[config.mk]
export PLATFORM = sky130hd
export DESIGN_NAME = gb_oam_scan
export DESIGN_NICKNAME = d
export VERILOG_FILES = /design/src/rtl/gb_oam_pkg.sv /design/src/rtl/gb_oam_scan_buf.sv /design/src/rtl/gb_oam_scan.sv
export SDC_FILE = /design/constraint.sdc
export NUM_CORES = 1
export LEC_CHECK = 0
export ABC_AREA = 1
export ABC_CLOCK_PERIOD_IN_PS = 5650
export CAP_MARGIN = 20
export CORE_MARGIN = 8
export CORE_UTILIZATION = 50
export CTS_CLUSTER_DIAMETER = 150
export DETAILED_ROUTE_END_ITERATION = 6
export GPL_ROUTABILITY_DRIVEN = 0
export PLACE_DENSITY = 0.71
export REMOVE_ABC_BUFFERS = 1
export SLEW_MARGIN = 10
export SYNTH_ARGS = -nofsm -noshare
export SYNTH_HDL_FRONTEND = slang
export SYNTH_SLANG_ARGS = --single-unit
[constraint.sdc]
create_clock -name clk -period 5.65 [get_ports clk]
set_input_delay 0.8475 -clock clk [delete_from_list [all_inputs] [get_ports clk]]
set_output_delay 0.8475 -clock clk [all_outputs]
set_load 0.005 [all_outputs]
[src/rtl/gb_oam_pkg.sv]
// Shared OAM types and constants for the DMA engine and the mode-2 object scanner.
package gb_oam_pkg;

  localparam int unsigned OAM_NUM_OBJS = 40;
  localparam int unsigned OAM_SCAN_MAX = 10;
  localparam int unsigned OAM_IDX_W    = 6;
  localparam int unsigned PPU_IDX_W    = 7;
  localparam int unsigned BUF_CNT_W    = 4;
  localparam int unsigned LINE_W       = 9;

  // One OAM entry; y is OAM byte 0.
  typedef struct packed {
    logic [7:0] y;
    logic [7:0] x;
    logic [7:0] tile;
    logic [7:0] attr;
  } oam_obj_t;

  typedef enum logic [1:0] {
    SCAN_IDLE  = 2'd0,
    SCAN_FETCH = 2'd1,
    SCAN_EVAL  = 2'd2,
    SCAN_DONE  = 2'd3
  } scan_state_t;

  // Object covers the line when y <= ly+16 < y+height, evaluated in 9 bits.
  function automatic logic obj_on_line(input logic [7:0] ly, input logic tall,
                                       input logic [7:0] y);
    logic [LINE_W-1:0] line;
    logic [LINE_W-1:0] top;
    logic [LINE_W-1:0] bot;
    line = LINE_W'(ly) + LINE_W'(16);
    top  = LINE_W'(y);
    bot  = top + (tall ? LINE_W'(16) : LINE_W'(8));
    return (line >= top) && (line < bot);
  endfunction

endpackage

[src/rtl/gb_oam_scan_buf.sv]
// Ten-slot selected-object buffer: one write port, one combinational read port, no reset.
module gb_oam_scan_buf
  import gb_oam_pkg::*;
(
  input  logic                 clk,
  input  logic                 i_wr_en,
  input  logic [BUF_CNT_W-1:0] i_wr_idx,
  input  oam_obj_t             i_wr_obj,
  input  logic [OAM_IDX_W-1:0] i_wr_oam_idx,
  input  logic [BUF_CNT_W-1:0] i_rd_idx,
  output oam_obj_t             o_rd_obj,
  output logic [OAM_IDX_W-1:0] o_rd_oam_idx
);

  oam_obj_t             r_obj_mem [OAM_SCAN_MAX];
  logic [OAM_IDX_W-1:0] r_idx_mem [OAM_SCAN_MAX];
  logic [BUF_CNT_W-1:0] w_rd_sel;
  logic                 w_wr_ok;

  // Out-of-range slots fold onto slot 0; callers treat those reads as stale.
  assign w_rd_sel = (i_rd_idx < BUF_CNT_W'(OAM_SCAN_MAX)) ? i_rd_idx : '0;
  assign w_wr_ok  = i_wr_en && (i_wr_idx < BUF_CNT_W'(OAM_SCAN_MAX));

  always_ff @(posedge clk) begin
    if (w_wr_ok) begin
      r_obj_mem[i_wr_idx] <= i_wr_obj;
      r_idx_mem[i_wr_idx] <= i_wr_oam_idx;
    end
  end

  assign o_rd_obj     = r_obj_mem[w_rd_sel];
  assign o_rd_oam_idx = r_idx_mem[w_rd_sel];

endmodule

[src/rtl/gb_oam_scan.sv]
// PPU mode-2 OAM scan: walks 40 objects at 2 cycles each, keeps the first 10 on the line.
// Build option: OAM_SCAN_DMA_BLOCK_EN rejects objects evaluated while OAM DMA is active.
module gb_oam_scan
  import gb_oam_pkg::*;
(
  input  logic                 clk,
  input  logic                 reset,
  input  logic                 scan_start,
  input  logic [7:0]           ly_i,
  input  logic                 obj_size_i,
  input  logic                 dma_active,
  output logic [PPU_IDX_W-1:0] index_ppu_o,
  input  oam_obj_t             obj_i,
  output logic                 scan_busy,
  output logic                 scan_done,
  output logic [BUF_CNT_W-1:0] buf_count_o,
  input  logic [BUF_CNT_W-1:0] buf_rd_idx,
  output oam_obj_t             buf_obj_o,
  output logic [OAM_IDX_W-1:0] buf_oam_idx_o
);

  scan_state_t          r_state,     w_state_nxt;
  logic [OAM_IDX_W-1:0] r_obj_cnt,   w_obj_cnt_nxt;
  logic [BUF_CNT_W-1:0] r_buf_count, w_buf_count_nxt;
  logic [7:0]           r_ly,        w_ly_nxt;
  logic                 r_tall,      w_tall_nxt;
  logic                 r_busy,      w_busy_nxt;
  logic                 r_done,      w_done_nxt;
  logic [PPU_IDX_W-1:0] r_index,     w_index_nxt;
  logic                 w_hit;
  logic                 w_wr_en;

`ifdef OAM_SCAN_DMA_BLOCK_EN
  assign w_hit = obj_on_line(r_ly, r_tall, obj_i.y) && !dma_active;
`else
  logic w_unused_dma;
  assign w_unused_dma = dma_active;
  assign w_hit        = obj_on_line(r_ly, r_tall, obj_i.y);
`endif

  // State and datapath registers.
  always_ff @(posedge clk or negedge reset) begin
    if (!reset) begin
      r_state     <= SCAN_IDLE;
      r_obj_cnt   <= '0;
      r_buf_count <= '0;
      r_ly        <= '0;
      r_tall      <= 1'b0;
      r_busy      <= 1'b0;
      r_done      <= 1'b0;
      r_index     <= '0;
    end else begin
      r_state     <= w_state_nxt;
      r_obj_cnt   <= w_obj_cnt_nxt;
      r_buf_count <= w_buf_count_nxt;
      r_ly        <= w_ly_nxt;
      r_tall      <= w_tall_nxt;
      r_busy      <= w_busy_nxt;
      r_done      <= w_done_nxt;
      r_index     <= w_index_nxt;
    end
  end

  // Next-state and next-output logic; outputs are registered from these values.
  always_comb begin
    w_state_nxt     = r_state;
    w_obj_cnt_nxt   = r_obj_cnt;
    w_buf_count_nxt = r_buf_count;
    w_ly_nxt        = r_ly;
    w_tall_nxt      = r_tall;
    w_busy_nxt      = 1'b0;
    w_done_nxt      = 1'b0;
    w_index_nxt     = '0;
    w_wr_en         = 1'b0;
    unique case (r_state)
      SCAN_IDLE: begin
        if (scan_start) begin
          w_ly_nxt        = ly_i;
          w_tall_nxt      = obj_size_i;
          w_buf_count_nxt = '0;
          w_obj_cnt_nxt   = '0;
          w_busy_nxt      = 1'b1;
          w_state_nxt     = SCAN_FETCH;
        end
      end
      SCAN_FETCH: begin
        w_busy_nxt  = 1'b1;
        w_index_nxt = PPU_IDX_W'(r_obj_cnt);
        w_state_nxt = SCAN_EVAL;
      end
      SCAN_EVAL: begin
        if (w_hit && (r_buf_count < BUF_CNT_W'(OAM_SCAN_MAX))) begin
          w_wr_en         = 1'b1;
          w_buf_count_nxt = r_buf_count + BUF_CNT_W'(1);
        end
        if (r_obj_cnt == OAM_IDX_W'(OAM_NUM_OBJS - 1)) begin
          w_obj_cnt_nxt = '0;
          w_done_nxt    = 1'b1;
          w_state_nxt   = SCAN_DONE;
        end else begin
          w_obj_cnt_nxt = r_obj_cnt + OAM_IDX_W'(1);
          w_busy_nxt    = 1'b1;
          w_index_nxt   = PPU_IDX_W'(w_obj_cnt_nxt);
          w_state_nxt   = SCAN_FETCH;
        end
      end
      SCAN_DONE: begin
        w_state_nxt = SCAN_IDLE;
      end
      default: begin
        w_state_nxt = SCAN_IDLE;
      end
    endcase
  end

  gb_oam_scan_buf u_buf (
    .clk          (clk),
    .i_wr_en      (w_wr_en),
    .i_wr_idx     (r_buf_count),
    .i_wr_obj     (obj_i),
    .i_wr_oam_idx (r_obj_cnt),
    .i_rd_idx     (buf_rd_idx),
    .o_rd_obj     (buf_obj_o),
    .o_rd_oam_idx (buf_oam_idx_o)
  );

  assign index_ppu_o = r_index;
  assign scan_busy   = r_busy;
  assign scan_done   = r_done;
  assign buf_count_o = r_buf_count;

endmodule
Yosys cells after proc, flatten, opt, wreduce, memory -nomap -nowiden
Memory sizes are Yosys's and may differ from the RTL's.
Cells that the tools add are included.

storage, ports and cells
  bits in writable memories = 380
  ROM bits = 0
  output and inout bits = 51
  memories kept = 2
  flip-flop bits (word level) = 30
  bits in latches = 0

cells by class
  bitwise logic cells = 0
  add/sub/neg operators = 4
  shift operators = 0
  reductions and logical operators = 8
  multipliers = 0
  $lt $le $gt $ge = 4
  eq/ne operators = 6
  div/mod/pow operators = 0
  mux-type cells = 22

memory list
  memory           words  bits a word  read ports  clocked after Yosys merged registers in  write ports  line                   RTL
  u_buf.r_obj_mem  10     32           1           0                                        1            gb_oam_scan_buf.sv:15  oam_obj_t r_obj_mem [OAM_SCAN_MAX];
  u_buf.r_idx_mem  10     6            1           0                                        1            gb_oam_scan_buf.sv:16  logic [OAM_IDX_W-1:0] r_idx_mem [OAM_SCAN_MAX];

operators with widths
  cell                                                number
  one-hot mux 6 bit (2 select lines)                  2
  2-to-1 mux 6 bit                                    3
  2-to-1 mux 4 bit                                    3
  adder 8 x 5 -> 9 bit                                1
  adder 8 x 5 -> 9 bit (second input constant)        1
  >= comparator 9 x 8 -> 1 bit                        1
  less-than comparator 9 bit                          1
  less-than comparator 4 bit (second input constant)  2
  2-to-1 mux 1 bit                                    8
  one-hot mux 2 bit (4 select lines)                  1
  one-hot mux 4 bit (2 select lines)                  1
  adder 6 x 1 -> 6 bit (second input constant)        1
  == test 6 bit (second input constant)               1
  2-to-1 mux 5 bit                                    1
  adder 4 x 1 -> 4 bit (second input constant)        1
  == test 2 bit (second input constant)               2
  2-to-1 mux 2 bit                                    2
  inequality test 2 bit (second input constant)       2
  AND reduction 2 bit                                 2
  logical AND 1 bit                                   3
  one-hot mux 1 bit (3 select lines)                  1
  AND reduction 3 bit                                 1
  == test 2 x 1 -> 1 bit (second input constant)      1
  logical NOT 2 bit                                   1
  nonzero test 2 bit                                  1

Depth between registers and ports, before layout
Gate-level depths: netlist of run 1.

  depth in word-level cells = 10
  mapped depth = 17
  gate-level depth less buffers = 17

Hierarchy
A second synthesis of run 1 with hierarchy kept.

unflattened totals
  cells, all modules = 1615
  area, all modules = 18064.8 µm²

modules (own cells, without submodules)
  module           instances  area an instance (µm²)  cells each
  gb_oam_scan_buf  1          16139.2                 1374
  gb_oam_scan      1          1925.6                  241

Least setup slack after synthesis of run 1
Ideal clock, no wire load.

  kind = input-to-reg
  from = in obj_i[27] (netlist name)
  to = mem u_buf.r_idx_mem[8][0] (enable)
  data arrival time = 5329 ps
  path slack = -160 ps
  buffers on the path = 0
  cell stages on the path = 13
  cell sequence = ha_1 inv_1 fa_1 nor3_1 xor2_1 ha_1 nand3_1 nand3_1 nor2_1 nand4_1 nor2_1 nand2_2 nor3_1

on the way
  cells in the longest elaborated chain, start to end = 9

RTL lines
  item                                      line                   RTL
  start: declaration                        gb_oam_scan.sv:13      input oam_obj_t obj_i,
  adder 8 x 5 -> 9 bit                      gb_oam_pkg.sv:34       bot = top + (tall ? LINE_W'(16) : LINE_W'(8));
  less-than comparator 9 bit                gb_oam_pkg.sv:35       return (line >= top) && (line < bot);
  logical AND 1 bit *                       gb_oam_pkg.sv:35
  logical AND 1 bit *                       gb_oam_scan.sv:92      if (w_hit && (r_buf_count < BUF_CNT_W'(OAM_SCAN_MAX))) begin
  2-to-1 mux 1 bit *                        gb_oam_scan.sv:92
  2-to-1 mux 1 bit *                        gb_oam_scan.sv:75      unique case (r_state)
  logical AND 1 bit *                       gb_oam_scan_buf.sv:22  assign w_wr_ok = i_wr_en && (i_wr_idx < BUF_CNT_W'(OAM_SCAN_MAX));
  2-to-1 mux 1 bit *                        gb_oam_scan_buf.sv:25  if (w_wr_ok) begin
  2-to-1 mux 1 bit (not written as such) *  gb_oam_scan_buf.sv:27  r_idx_mem[i_wr_idx] <= i_wr_oam_idx;
  end: declaration                          gb_oam_scan_buf.sv:16

Every way passes the cells marked *; elsewhere a longest branch is shown, timed or not.

==> results of run 1 <==
-- power groups by stage --
stage,Clock [mW],Sequential (mW),Combinational [mW]
floorplan,0,3.48,0.323
detailed placement,0,3.47,0.703
global placement,0,3.46,0.692
CTS,2.62,3.40,0.706
global route,2.73,3.40,0.769
finish,2.58,3.40,0.693
-- cell type report --
cell class,count,share of cell area [%]
Sequential cell,409,60.72
Multi-Input combinational cell,767,20.53
Timing Repair Buffer,120,6.398
Clock buffer,54,5.590
Inverter,161,3.023
Tap cell,455,2.848
Clock inverter,22,0.8889
-- Yosys cell counts, types with 10 or more instances --
| library cell | instances | area, sq um |
|---|---|---|
| buf_4 | 10 | 75.07 |
| nor3_1 | 11 | 55.05 |
| a21oi_1 | 16 | 80.08 |
| o211ai_1 | 152 | 1141 |
| o21ai_1 | 33 | 165.2 |
| nand3_1 | 49 | 245.2 |
| o21ai_0 | 96 | 480.5 |
| buf_6 | 20 | 225.2 |
| edfxtp_1 | 380 | 11410 |
| nand4_1 | 10 | 62.56 |
| ha_1 | 26 | 325.3 |
| nand2_1 | 227 | 852.1 |
| inv_1 | 161 | 604.3 |
| dfrtp_1 | 29 | 725.7 |
| buf_2 | 29 | 145.1 |
| clkbuf_1 | 18 | 67.56 |
| nor2_1 | 131 | 491.7 |
-- state kept, by name, summed over array words and instances (netlist names) --
register / cells
index_ppu_o: 6
r_obj_cnt: 6
r_state: 2
buf_count_o: 4
u_buf.r_obj_mem: 320
r_tall: 1
r_ly: 8
u_buf.r_idx_mem: 60
scan_busy: 1
scan_done: 1
-- worst register-to-register path: stages, from the launching register on --
cell and delay [ns]:
dfrtp_1 0.38, inv_1 0.12, ha_1 0.18, inv_1 0.05, fa_1 0.41, nor3_1 0.24, xor2_1 0.17, ha_1 0.27
nand3_1 0.08, nand3_1 0.07, nor2_1 0.13, nand4_1 0.10, nor2_1 0.20, nand2_2 0.22, nor3_2 0.19, buf_4 0.40
-- kinds of logic (layout without fill, tap and decap cells) --
group,after synthesis,after routing,synth area share (%)
AOI/OAI and AO/OA,300,300,10.93
xor gates and xnor gates,6,6,0.3039
adders and majority gates,27,27,1.997
buffers and inverters,238,357,6.461
DFF,409,409,70.18
other,1,1,0.02168
and+or+nand+nor,433,433,10.11
-- layer usage --
layer  GRT usage, %  vias up  share of wire (%)
li1               -     5187                  -
met1          23.81     5130                 45
met2          28.11      310                 47
met3          2.866       47                6.3
met4          3.809        0                1.6
met5              0        -                  0
-- path summary, 6_finish.rpt --
kind                                    start                endpoint
worst min register to register        r_ly[1]                 r_ly[1]
worst min-delay path                  r_ly[1]                 r_ly[1]
min in group asynchronous               reset            r_obj_cnt[0]
worst max register to register         r_tall  u_buf.r_obj_mem[9][11]
max in group asynchronous               reset            r_obj_cnt[2]
worst max-delay path            buf_rd_idx[2]           buf_obj_o[13]
-- per-stage QoR --
stage	utilization [%]	TNS [ns]	hold slack (ns)	setup slack (ns)	instance area, sq um
global placement	54.52	0	0.4830	1.028	18690
CTS	58.29	0	0.5036	1.167	19990
finish	58.29	0	0.4958	1.169	19990
global route	58.29	0	0.5447	0.9055	19990
floorplan	-	-60.84	0.4528	-0.1603	16780
detailed placement	54.52	0	0.4873	0.9852	18690
==> summary.txt, run 1 <==
Antenna Diode Count: 0
final hold viol count: 0
IO Pins: 100
CTS tree: yes
Iter 0 DRT Violations: 747
Final period util: 79.31%
hold path cells: 2
via count: 10674
measured slew at the worst slew-check pin: 0.9933 ns
Sw Pwr: 1.559 mW
cts bufs inserted: 42
wire per inst: 17.93 um
delay-heaviest family, CP: buffers and inverters
Netlist cell types: 26
P per Cell Area: 333.9 nW/um^2
Multi-input gate area: 4104 sq um
HPWL Detailed: 19.14 mm
Yosys warning count: 0
RSZ-0062 raised after global routing: no
most frequent cells in the layout: edfxtp_1 (380), nand2_1 (225), inv_1 (157)
cts repair resizes: 0
outcome: finished clean
crit-path max cell delay: 0.54 ns
initial antenna violation count: 0
H-tree depth: 2
Layout Area Growth over Synthesis: 15.58%
Post-Route WL: 35.65 mm
CTS Hold Bufs: 0
Crit Path Max Fanout: 101
nets: 1577
Register Area: 12140 sq um
commonest non-fill, non-tap cell in the layout: edfxtp_1
share of power burned in registers: 51.0%
Syn Std Cell Area: 17290 sq um
Slew Limit Headroom: 33.78%
Crit path arrival time: 3.63 ns
Tot Pwr: 6.673 mW
post-layout minimum cycle time: 4.481 ns
Fillers: 2627
global-route wire length before repair: 56.15 mm
VDD IR max: 0.2399 mV
DRC violations left: 0
Mapped Cells: 1414
clock-pin slew on the worst setup and hold paths: 0.06 ns
vias per inst: 5.369
total iterations of the first detailed-routing run: 5
clock tree sinks: 409
CP Launch Type: input pin
die area: 40800 sq um
GRT Util Overall: 17.14%
Finished Layout Cells: 1988
Starting Density: 50.44%
critical path, cell by cell: clkdlybuf4s50_1 > o21ai_2 > nand2_8 > buf_4 > nand2_1 > o21ai_1 > o211ai_1 > nand3_1 > nand2_1 > clkdlybuf4s50_1
die width: 202.0 um
sequential area share after synthesis: 70.18%
worst endpoint required time: 4.80 ns
Async SR Flop Fraction: 7.090%
number of global-route vias before repair: 10249
leakage power total: 7.470 nW
core box area: 34290 sq um
Die Ht: 202.0 um
Clock power frac: 38.6%
#FFs+latches synth: 409
Placed Cells: 1912
Post-CTS Setup Inserts: 0
main flop type after synthesis: edfxtp_1
Max stage delay cell, worst path: clkdlybuf4s50_1
r2r setup slk: 2.06 ns
largest net degree at the start of global routing: 102
Max-Cap Viols: 0
worst hold path class: reg -> reg
maximum clock rate: 223.2 MHz
worst setup path class: in -> out
Post-DRT Antenna Nets: 0
Clock Tree Buf Depth: 3
Internal: 5.114 mW
GR Overflow Total: 0
Clock Skew: 0.01405 ns
Final setup viols: 0
Sw Share: 23.37%
Post-synth EDFFs: 380
critical path depth in cells: 10
clock latency at the later pin of the worst-skew pair: 0.53 ns
I/O Buffers: 97
R2R depth: 15
pins over their slew limit: 0
Critical Path Sink Type: output pin
Syn Area/Cell: 12.23 sq um
Logic pwr share: 10.4%
layout cells sized above 1: 6.393%
clock root buffer: clkbuf_16
row cnt: 68
Worst Path Buf+Inv: 3
No activity file was read; power rests on OpenSTA's default activity.
==> inputs of run 2 (changes only) <==
Settings changed: ABC_CLOCK_PERIOD_IN_PS 5650 to 4000.
Clock period 5.65 ns to 4 ns, I/O delays scaled along.
==> run 2 against run 1 <==
Register-to-register slack worse by 1.7 ns; non-clock buffer count up 42; first-iteration DRC count up 0.13%; combinational power up 56%; clock skew down 0.0027 ns; flip-flop and latch count unchanged; largest cell class unchanged.
==> summary.txt, run 2 (synthesis gave the netlist of run 1 again) <==
initial antenna violation count: 0
max reg flops: 320
Crit path arrival time: 3.90 ns
Internal: 7.215 mW
RR Endpoint: u_buf.r_obj_mem[8][19]
DRC violations left: 0
clock root buffer: clkbuf_16
most frequent cells in the layout: edfxtp_1 (380), nand2_1 (225), inv_1 (157)
GR Overflow Total: 0
wire per inst: 19.03 um
Worst Path Buf+Inv: 3
CP Launch Type: input pin
maximum clock rate: 271.2 MHz
HPWL Detailed: 24.56 mm
Clock Tree Buf Depth: 3
Crit Path Max Fanout: 13
core box area: 34290 sq um
commonest non-fill, non-tap cell in the layout: edfxtp_1
clock tree sinks: 409
die width: 202.0 um
die area: 40800 sq um
H-tree depth: 2
number of global-route vias before repair: 10937
RSZ-0062 raised after global routing: no
GRT Util Overall: 18.69%
Iter 0 DRT Violations: 748
Antenna Diode Count: 0
Final period util: 92.19%
Fillers: 2626
cts repair resizes: 0
final hold viol count: 0
CTS Hold Bufs: 0
worst hold path class: in -> async
Slew Limit Headroom: 59.70%
Sw Pwr: 2.218 mW
Post-DRT Antenna Nets: 0
IO Pins: 100
cts bufs inserted: 41
P per Cell Area: 463.4 nW/um^2
crit-path max cell delay: 0.51 ns
total iterations of the first detailed-routing run: 5
Starting Density: 50.44%
Sw Share: 23.51%
beginning of the worst register-to-register path: r_tall
post-layout minimum cycle time: 3.688 ns
largest net degree at the start of global routing: 66
Top Registers: u_buf.r_obj_mem x320, u_buf.r_idx_mem x60, r_ly x8
Max-Cap Viols: 0
Layout Area Growth over Synthesis: 17.71%
post-route cell area: 20360 sq um
R2R depth: 15
Multi-input gate area: 4104 sq um
clock-pin slew on the worst setup and hold paths: 0.06 ns
vias per inst: 5.443
clock latency at the later pin of the worst-skew pair: 0.52 ns
nets: 1618
Final setup viols: 0
Die Ht: 202.0 um
Largest Register: u_buf.r_obj_mem
share of power burned in registers: 50.9%
worst endpoint required time: 4.21 ns
via count: 11032
Post-CTS Setup Inserts: 0
CTS tree: yes
Max stage delay cell, worst path: clkdlybuf4s50_1
placed cell area: 19120 sq um
measured slew at the worst slew-check pin: 0.6045 ns
pins over their slew limit: 0
VDD IR max: 0.3483 mV
global-route wire length before repair: 61.18 mm
leakage power total: 7.690 nW
worst setup path class: in -> reg
I/O Buffers: 97
Critical Path Sink Type: flop
outcome: finished clean
Clock power frac: 37.6%
r2r setup slk: 0.41 ns
TNS Setup: 0 ns
delay-heaviest family, CP: simple AND/OR/NAND/NOR gates
Logic pwr share: 11.5%
fin util: 59.37%
layout cells sized above 1: 8.906%
critical path, cell by cell: clkdlybuf4s50_1 > ha_1 > inv_1 > fa_1 > nor3_1 > xor2_1 > ha_1 > nand3_1 > nand3_1 > nor2_1 > nand4_1 > nor2_1 > nand2_2 > nor3_2 > buf_4
row cnt: 68
Register Area: 12140 sq um
Clock Skew: 0.01135 ns
Post-Route WL: 38.58 mm
-- run 2: cell types whose count changed in the layout (fill, tap and decap cells not counted), sizes merged --
cell	previous run	this run
clkbuf	54	58
buf	24	66
inv	162	163
bufinv	2	1
clkinv	18	10
clkinvlp	1	2
-- run 2: power by group through the flow --
stage / Combinational [mW] / Clock [mW] / Sequential [mW]
floorplan: 0.456 / 0 / 4.92
global placement: 1.06 / 0 / 4.89
detailed placement: 1.09 / 0 / 4.89
CTS: 1.10 / 3.61 / 4.80
global route: 1.19 / 3.78 / 4.81
finish: 1.08 / 3.55 / 4.80
-- run 2: stage by stage --
stage | setup slack, ns | instances | power, mW | hold WS, ns
after global placement | -0.1653 | 1954 | 5.955 | 0.4824
after detailed placement | -0.2218 | 1954 | 5.980 | 0.4903
after global routing | 0.01542 | 2027 | 9.769 | 0.4894
final | 0.3124 | 2027 | 9.433 | 0.4596
after CTS | 0.3171 | 2027 | 9.513 | 0.4589
after floorplan | -1.563 | 1337 | 5.372 | 0.3044
-- run 2: worst max path at each step --
stage | start | end | slack (ns) | cells past startpoint
floorplan | obj_i[27] | u_buf.r_idx_mem[8][0] | -1.56 | 13
global placement | obj_i[27] | u_buf.r_obj_mem[9][11] | -0.17 | 15
detailed placement | obj_i[27] | u_buf.r_obj_mem[9][5] | -0.22 | 15
CTS | buf_rd_idx[1] | buf_obj_o[15] | 0.32 | 11
global route | obj_i[27] | u_buf.r_idx_mem[3][3] | 0.02 | 15
finish | obj_i[27] | u_buf.r_obj_mem[8][19] | 0.31 | 15
-- run 2: metal layers --
layer	share of wire (%)	track usage [%]	vias up
li1	-	-	5254
met1	42	24.59	5345
met2	50	31.95	375
met3	6.3	2.978	58
met4	2.2	4.905	0
met5	0	0	-
-- run 2: final cells by class --
type / count / area share (%)
Tap cell: 455 / 2.797
Inverter: 161 / 2.969
Clock inverter: 15 / 0.5101
Clock buffer: 58 / 5.562
Timing Repair Buffer: 162 / 8.384
Sequential cell: 409 / 59.62
Multi-Input combinational cell: 767 / 20.16
